File: config.mk
export PLATFORM = sky130hd
export DESIGN_NAME = fpcvt_pipe
export DESIGN_NICKNAME = d
export VERILOG_FILES = /design/src/rtl/fpcvt_pkg.sv /design/src/rtl/fpcvt_lzc.sv /design/src/rtl/fpcvt_pipe.sv
export SDC_FILE = /design/constraint.sdc
export NUM_CORES = 1
export LEC_CHECK = 0
export ABC_CLOCK_PERIOD_IN_PS = 2800
export CELL_PAD_IN_SITES_DETAIL_PLACEMENT = 0
export CELL_PAD_IN_SITES_GLOBAL_PLACEMENT = 1
export CORE_ASPECT_RATIO = 1.25
export CORE_MARGIN = 2
export CORE_UTILIZATION = 43
export CTS_CLUSTER_SIZE = 20
export DETAILED_ROUTE_END_ITERATION = 12
export PLACE_DENSITY_LB_ADDON = 0.1
export SLEW_MARGIN = 10
export SYNTH_ARGS = -nofsm -noshare
export SYNTH_HDL_FRONTEND = slang
export SYNTH_SLANG_ARGS = --single-unit
File: constraint.sdc
create_clock -name clk -period 2.8 [get_ports clk]
set_clock_uncertainty 0.05 [all_clocks]
set_input_delay 0.7 -clock clk [delete_from_list [all_inputs] [get_ports clk]]
set_output_delay 0.7 -clock clk [all_outputs]
set_load 0.03 [all_outputs]
File: src/rtl/fpcvt_pkg.sv
// Shared constants, stage payload types and width check for the fpcvt pipeline.
// Latency: n/a (types and functions only).
// Backpressure: n/a.
package fpcvt_pkg;
    localparam int FP_DW = 13;
    localparam int FP_EW = 3;
    localparam int FP_MW = 5;
    localparam int EMAX  = (1 << FP_EW) - 1;
    localparam int LZW   = $clog2(FP_DW);

    typedef struct packed {
        logic              s;
        logic              fsat;
        logic [FP_DW-2:0]  mag;
    } s1_t;

    typedef struct packed {
        logic              s;
        logic              fsat;
        logic [FP_EW-1:0]  e;
        logic [FP_MW-1:0]  f;
        logic              r;
`ifdef FPCVT_RNE_EN
        logic              sticky;
`endif
    } s2_t;

    function automatic bit fpcvt_widths_ok(input int dw, input int ew, input int mw);
        return dw == mw + (1 << ew);
    endfunction
endpackage

File: src/rtl/fpcvt_lzc.sv
// Leading-zero counter; an all-zero input returns W.
// Latency: combinational.
// Backpressure: none.
module fpcvt_lzc #(
    parameter int W   = 12,
    parameter int LZW = 4
) (
    input  logic [W-1:0]   a_i,
    output logic [LZW-1:0] lz_o
);
    // Scan upwards so the highest set bit has the last word.
    always_comb begin
        lz_o = LZW'(W);
        for (int i = 0; i < W; i++) begin
            if (a_i[i]) lz_o = LZW'(W - 1 - i);
        end
    end
endmodule

File: src/rtl/fpcvt_pipe.sv
// Integer to sign/exponent/significand converter with saturation (FPCVT_RNE_EN selects round-to-nearest-even).
// Latency: 3 cycles, 1 sample/cycle.
// Backpressure: bubble-collapsing valid/ready; in_ready = ~v1 | adv1, output held while out_ready is low.
module fpcvt_pipe
    import fpcvt_pkg::*;
#(
    parameter int DW = FP_DW,
    parameter int EW = FP_EW,
    parameter int MW = FP_MW,
    parameter int CW = 8
) (
    input  logic          clk,
    input  logic          rst,
    input  logic          in_valid,
    output logic          in_ready,
    input  logic [DW-1:0] in_data,
    output logic          out_valid,
    input  logic          out_ready,
    output logic          out_s,
    output logic [EW-1:0] out_e,
    output logic [MW-1:0] out_f,
    output logic          out_sat,
    input  logic          clr_cnt,
    output logic [CW-1:0] sat_cnt
);
    // Stage payloads are sized in fpcvt_pkg, so overrides must agree with it.
    if (!fpcvt_widths_ok(DW, EW, MW) || DW != FP_DW || EW != FP_EW || MW != FP_MW) begin : g_bad_width
        $error("fpcvt_pipe: DW must equal MW + 2**EW and match fpcvt_pkg");
    end

    logic          v1_q, v2_q, v3_q;
    logic          ld1, ld2, ld3;
    s1_t           s1_d, s1_q;
    s2_t           s2_d, s2_q;
    logic          out_s_q, out_sat_q;
    logic [EW-1:0] out_e_q;
    logic [MW-1:0] out_f_q;
    logic [CW-1:0] sat_cnt_q;
    logic [LZW-1:0] lz;
    logic          inc, sat;
    logic [MW:0]   fsum;
    logic [EW:0]   esum;

    assign ld3      = ~v3_q | out_ready;
    assign ld2      = ~v2_q | ld3;
    assign ld1      = ~v1_q | ld2;
    assign in_ready = ld1;

    always_comb begin
        s1_d      = '0;
        s1_d.s    = in_data[DW-1];
        s1_d.mag  = in_data[DW-1] ? (~in_data[DW-2:0] + 1'b1) : in_data[DW-2:0];
        s1_d.fsat = in_data[DW-1] & ~(|in_data[DW-2:0]);
    end

    fpcvt_lzc #(.W(DW - 1), .LZW(LZW)) u_lzc (
        .a_i  (s1_q.mag),
        .lz_o (lz)
    );

    // Left-justify {mag,0}: the leading 1 lands at bit DW-1, F and r sit directly below it.
    always_comb begin
        s2_d      = '0;
        s2_d.s    = s1_q.s;
        s2_d.fsat = s1_q.fsat;
        if (lz <= LZW'(EMAX)) begin
            s2_d.e = EW'(EMAX) - EW'(lz);
            {s2_d.f, s2_d.r} = (MW + 1)'(({s1_q.mag, 1'b0} << lz) >> (DW - 1 - MW));
`ifdef FPCVT_RNE_EN
            s2_d.sticky = |((DW - 1 - MW)'({s1_q.mag, 1'b0} << lz));
`endif
        end else begin
            s2_d.f = s1_q.mag[MW-1:0];
        end
    end

    always_comb begin
`ifdef FPCVT_RNE_EN
        inc = s2_q.r & (s2_q.sticky | s2_q.f[0]);
`else
        inc = s2_q.r;
`endif
        fsum = {1'b0, s2_q.f} + {{MW{1'b0}}, inc};
        esum = {1'b0, s2_q.e} + {{EW{1'b0}}, fsum[MW]};
        sat  = esum[EW] | s2_q.fsat;
    end

    always_ff @(posedge clk) begin
        if (rst) begin
            v1_q      <= 1'b0;
            v2_q      <= 1'b0;
            v3_q      <= 1'b0;
            s1_q      <= '0;
            s2_q      <= '0;
            out_s_q   <= 1'b0;
            out_e_q   <= '0;
            out_f_q   <= '0;
            out_sat_q <= 1'b0;
        end else begin
            if (ld1) begin
                v1_q <= in_valid;
                if (in_valid) s1_q <= s1_d;
            end
            if (ld2) begin
                v2_q <= v1_q;
                if (v1_q) s2_q <= s2_d;
            end
            if (ld3) begin
                v3_q <= v2_q;
                if (v2_q) begin
                    out_s_q   <= s2_q.s;
                    out_sat_q <= sat;
                    out_e_q   <= sat ? '1 : esum[EW-1:0];
                    out_f_q   <= sat ? '1 : (fsum[MW] ? {1'b1, {(MW-1){1'b0}}} : fsum[MW-1:0]);
                end
            end
        end
    end

    always_ff @(posedge clk) begin
        if (rst || clr_cnt) begin
            sat_cnt_q <= '0;
        end else if (v3_q && out_ready && out_sat_q && !(&sat_cnt_q)) begin
            sat_cnt_q <= sat_cnt_q + 1'b1;
        end
    end

    assign out_valid = v3_q;
    assign out_s     = out_s_q;
    assign out_e     = out_e_q;
    assign out_f     = out_f_q;
    assign out_sat   = out_sat_q;
    assign sat_cnt   = sat_cnt_q;
endmodule

After elaboration in Yosys (flattened, before gate mapping)

Index checks and enable logic that the tools add are counted.

Latch bits: 0
Memories kept: 0
Bits in registers: 46
Memory bits (writable): 0
Output and inout port bits: 20
Memory bits (read-only): 0
Input bits: 18

Equal/unequal tests: 0
Order comparisons: 1
$mul: 0
Mux-type cells: 19
Shifts and indexed selects: 1
Div/mod/pow operators: 0
Add/subtract/negate cells: 5
Reduce and logical (&&, ||, !) cells: 10
Bitwise logic cells: 10

Operators with widths:

| operator                | number |
|---|---|
| $mux W4                 | 8 |
| $mux W3                 | 6 |
| $mux W5                 | 3 |
| $shl A13 B4 Y13         | 1 |
| $add A12 B1 Y12 const B | 1 |
| $mux W12                | 1 |
| $not A12 Y12            | 1 |
| $reduce_or A12 Y1       | 1 |
| $add A8 B1 Y8 const B   | 1 |
| $reduce_and A8 Y1       | 1 |
| $add A5 B1 Y6           | 1 |
| $reduce_and A2 Y1       | 3 |
| $add A3 B1 Y4           | 1 |
| $le A4 B3 Y1 const B    | 1 |
| $not A1 Y1              | 4 |
| $or A1 B1 Y1            | 4 |
| $logic_and A1 B1 Y1     | 3 |
| $sub A3 B3 Y3 const A   | 1 |
| $and A1 B1 Y1           | 1 |
| $logic_not A1 Y1        | 1 |
| $logic_or A1 B1 Y1      | 1 |
| $mux W1                 | 1 |

Longest topological paths before layout

Depth after elaboration: 14
Gate-level depth with buffers: 8
Gate-level depth less buffers: 8

Hierarchy

A second synthesis with hierarchy kept.

Cells, all modules: 286
Area total of the unflattened synthesis: 2,595.0 um^2

By module, submodules not included:

| module     | seq. area each (um^2) | cells an instance | times used | area each (um^2) |
|---|---|---|---|---|
| fpcvt_pipe | 920.9                 | 265               | 1          | 2,483.6 |
| fpcvt_lzc  | 0.0                   | 21                | 1          | 111.4 |

Worst setup path after synthesis

No wires, ideal clock.

Path kind: input-to-output
Start point: input out_ready
End point: output in_ready
Cell stages on the path: 3
Buffers on the path: 0
Arrival: 1,248 ps
Slack: 802 ps
Path through: nand2b_1 nor2_1 nand2_1

Word-level cells in the longest chain between the ends: 3

RTL lines:

| what         | RTL line         | text |
|---|---|---|
| from (decl)  | fpcvt_pipe.sv:18 | `input logic out_ready,` |
| $or A1 B1 Y1 | fpcvt_pipe.sv:44 | `assign ld3 = ~v3_q \| out_ready;` |
| $or A1 B1 Y1 | fpcvt_pipe.sv:45 | `assign ld2 = ~v2_q \| ld3;` |
| $or A1 B1 Y1 | fpcvt_pipe.sv:46 | `assign ld1 = ~v1_q \| ld2;` |
| to (decl)    | fpcvt_pipe.sv:15 | `output logic in_ready,` |

Every way passes these cells.

Final worst setup path

Same ends and word-level chain as after synthesis.

==> results.md <==
* Outcome: completed
* Metal2 WL at 3082 um
* Clock buffer count from CTS at 5
* Post-DRT Antenna Nets at 0
* # rows at 31
* Setup bufs post-CTS at 0
* Max IR drop VDD at 0.2151 mV
* Max Slew Vio Count at 0
* Period Utilization, post-route at 95.45%
* Origin of the worst min-delay path: s1_q[12]
* Cell Area, Synth at 0.002633 mm^2
* RD Place Congestion at 0.8995
* Syn Area/Cell at 8.100 um^2
* Reg2reg path depth at 6
* Area of the core at 0.005857 mm^2
* Vias in the first global route at 2240
* IO Port Bufs at 37
* Slew @ Worst Pin at 600.6 ps
* Commonest cells after routing, fill and taps aside: dfxtp_1 (46), nor2_1 (36), clkdlybuf4s50_1 (36)
* DIE HEIGHT at 91.48 um
* Critical path class: input pin to primary output
* R2r startpoint: s1_q[10]
* Area grow syn2layout at 20.10%
* F_max at 0.3742 GHz
* PwrDens at 470.8 mW/mm^2
* CP Launch Type: input pin
* ANT cells at 0
* Clk Latency, worst-skew pair at 300 ps
* Yosys warnings at 0
* Hold path depth at 2
* Die footprint at 0.006768 mm^2
* Worst-path clk slew at 90 ps
* Final net count at 383
* Overflow after GRT at 0
* Initial DRC Count at 119
* LEAKAGE at 0.001186 uW
* Remaining DRCs at 0
* Worst setup EP type: primary output
* Ratio of cells with drive above 1 in the final layout at 10.28%
* Final Power at 1489 uW
* Max cap viols at 0
* Syn_nets at 349
* Setup crit start: out_ready
* Post-synth top area cell: dfxtp_1
* Final Hold Vio Count at 0
* Vias at 2420
* Final HPWL DP at 4618 um
* Share of the synthesized area in the top cell type at 34.98%
* RSZ-0062 raised after global routing: false
* Worst rel slew slack at 59.72%
* M1 WL at 2695 um
* H-Tree Depth at 2
* CP required at 2050 ps
* #FFs+latches synth at 46
* WL per Instance at 13.83 um
* Commonest non-fill, non-tap cell in the layout: dfxtp_1
* Min-delay worst type: flip-flop to flip-flop
* CTS tree: built
* GRT Overall Usage at 19.55%
* Clock sink count at 46
* First-pass GRT wire length at 10650 um
* I/O Pins at 38
* Initial Utilization at 44.95%
* Via density at 5.475
* Top post-synthesis cells by area: dfxtp_1 (35%), a21oi_1 (5.9%), nor2_1 (5.3%)
* Clock Tree Buf Depth at 2
* Register area share after synthesis at 34.98%
* Number of synthesized flops with an enable pin at 0
* Post-Syn Instances at 325
* Final setup vio count at 0
* Hold_ws at 411.3 ps
* Pre-antenna DRT Iters at 4
* FFs w/ async S/R, synth at 0%
* Clock root buffer: clkbuf_8
* Crit-path max FO at 3
* Total wire length at 6112 um
* Final core area utilization at 53.98%
* Met3 wire length at 244 um
* Netlist cell types at 66
* Top FF cell, synth: dfxtp_1
* Largest net degree at the start of global routing at 25
* Min cycle time layout at 2673 ps
* Arr. time, crit path at 1920 ps
* Initial antenna violation count at 0
* Top layer in use: met4
* Die X at 73.99 um
-- layout make-up --
class                      instances  area, um^2
clock inverter                     2       13.76
fill                             596        2695
clock buffer                       6       72.57
timing repair buffer              45       429.2
multi-input combinational        248        1574
tap                               82       102.6
sequential                        46       920.9
inverter                          13       48.80
-- cells in the mapped netlist, drive strengths merged, types with 4 or more instances --
master	number
clkbuf	10
nor3	5
o31ai	5
nand2	32
dfxtp	46
a21oi	32
a211oi	10
nor2	38
or4	4
nand3	11
buf	8
mux2i	5
nor2b	4
ha	6
inv	13
o21ai	23
xnor2	5
xor2	12
and3	7
-- path summary, 6_finish.rpt --
check	end	slack [ps]
worst max-delay path	in_ready	130
worst min-delay path	s1_q[12]	410
worst max register to register	s2_q[4]	590
worst min register to register	s1_q[12]	410
-- stage by stage --
stage                     instances  setup TNS, ps  area [um^2]  setup WS [ps]
after floorplan                 325              0         2633          802.3
after global placement          434         -134.0         3074         -134.0
after detailed placement        434         -154.4         3074         -154.4
after CTS                       442              0         3159          78.30
after global routing            442              0         3162          38.84
final                           442              0         3162          127.4
-- worst max-delay path, stage by stage --
cell and delay [ps]:
clkdlybuf4s50_1 450, nand2b_1 190, nor2_2 130, nand2_1 90
dlygate4sd2_1 360
-- metal layers --
| layer | track usage (%) | vias up |
|---|---|---|
| li1 | - | 1239 |
| met1 | 25.82 | 1111 |
| met4 | 5.000 | 0 |
| met3 | 2.997 | 9 |
| met5 | 0 | - |
| met2 | 32.66 | 61 |
-- sequential cells by signal, indices dropped and copies added, names as in the netlist, 3 cells and up --
name     count
out_e        3
s2_q        10
sat_cnt      8
s1_q        14
out_f        5
-- power breakdown --
part | internal, uW | switching (uW) | leakage [uW]
Combinational | 154 | 187 | 0.000764
Sequential | 689 | 51.5 | 0.000377
Clock | 177 | 231 | 0.0000452
-- logic make-up (layout without fill, tap and decap cells) --
group                    after synthesis  after routing  synth area share [%]
AND/OR/NAND/NOR                      120            120                 23.15
AO/OA/AOI/OAI                         99             99                 25.71
flip-flops                            46             46                 34.98
buffers and inverters                 31             66                 5.323
XOR/XNOR                              17             17                 5.656
adder cells (fa/ha/maj)                6              6                 2.852
multiplexers                           6              6                 2.329
-- timing repair --
item,CTS,global route
endpoints found under the setup margin,1,1
pin swaps,0,0
resized for setup,1,1
hold buffers,0,0
Note: power is estimated with default switching activity, not from simulation.
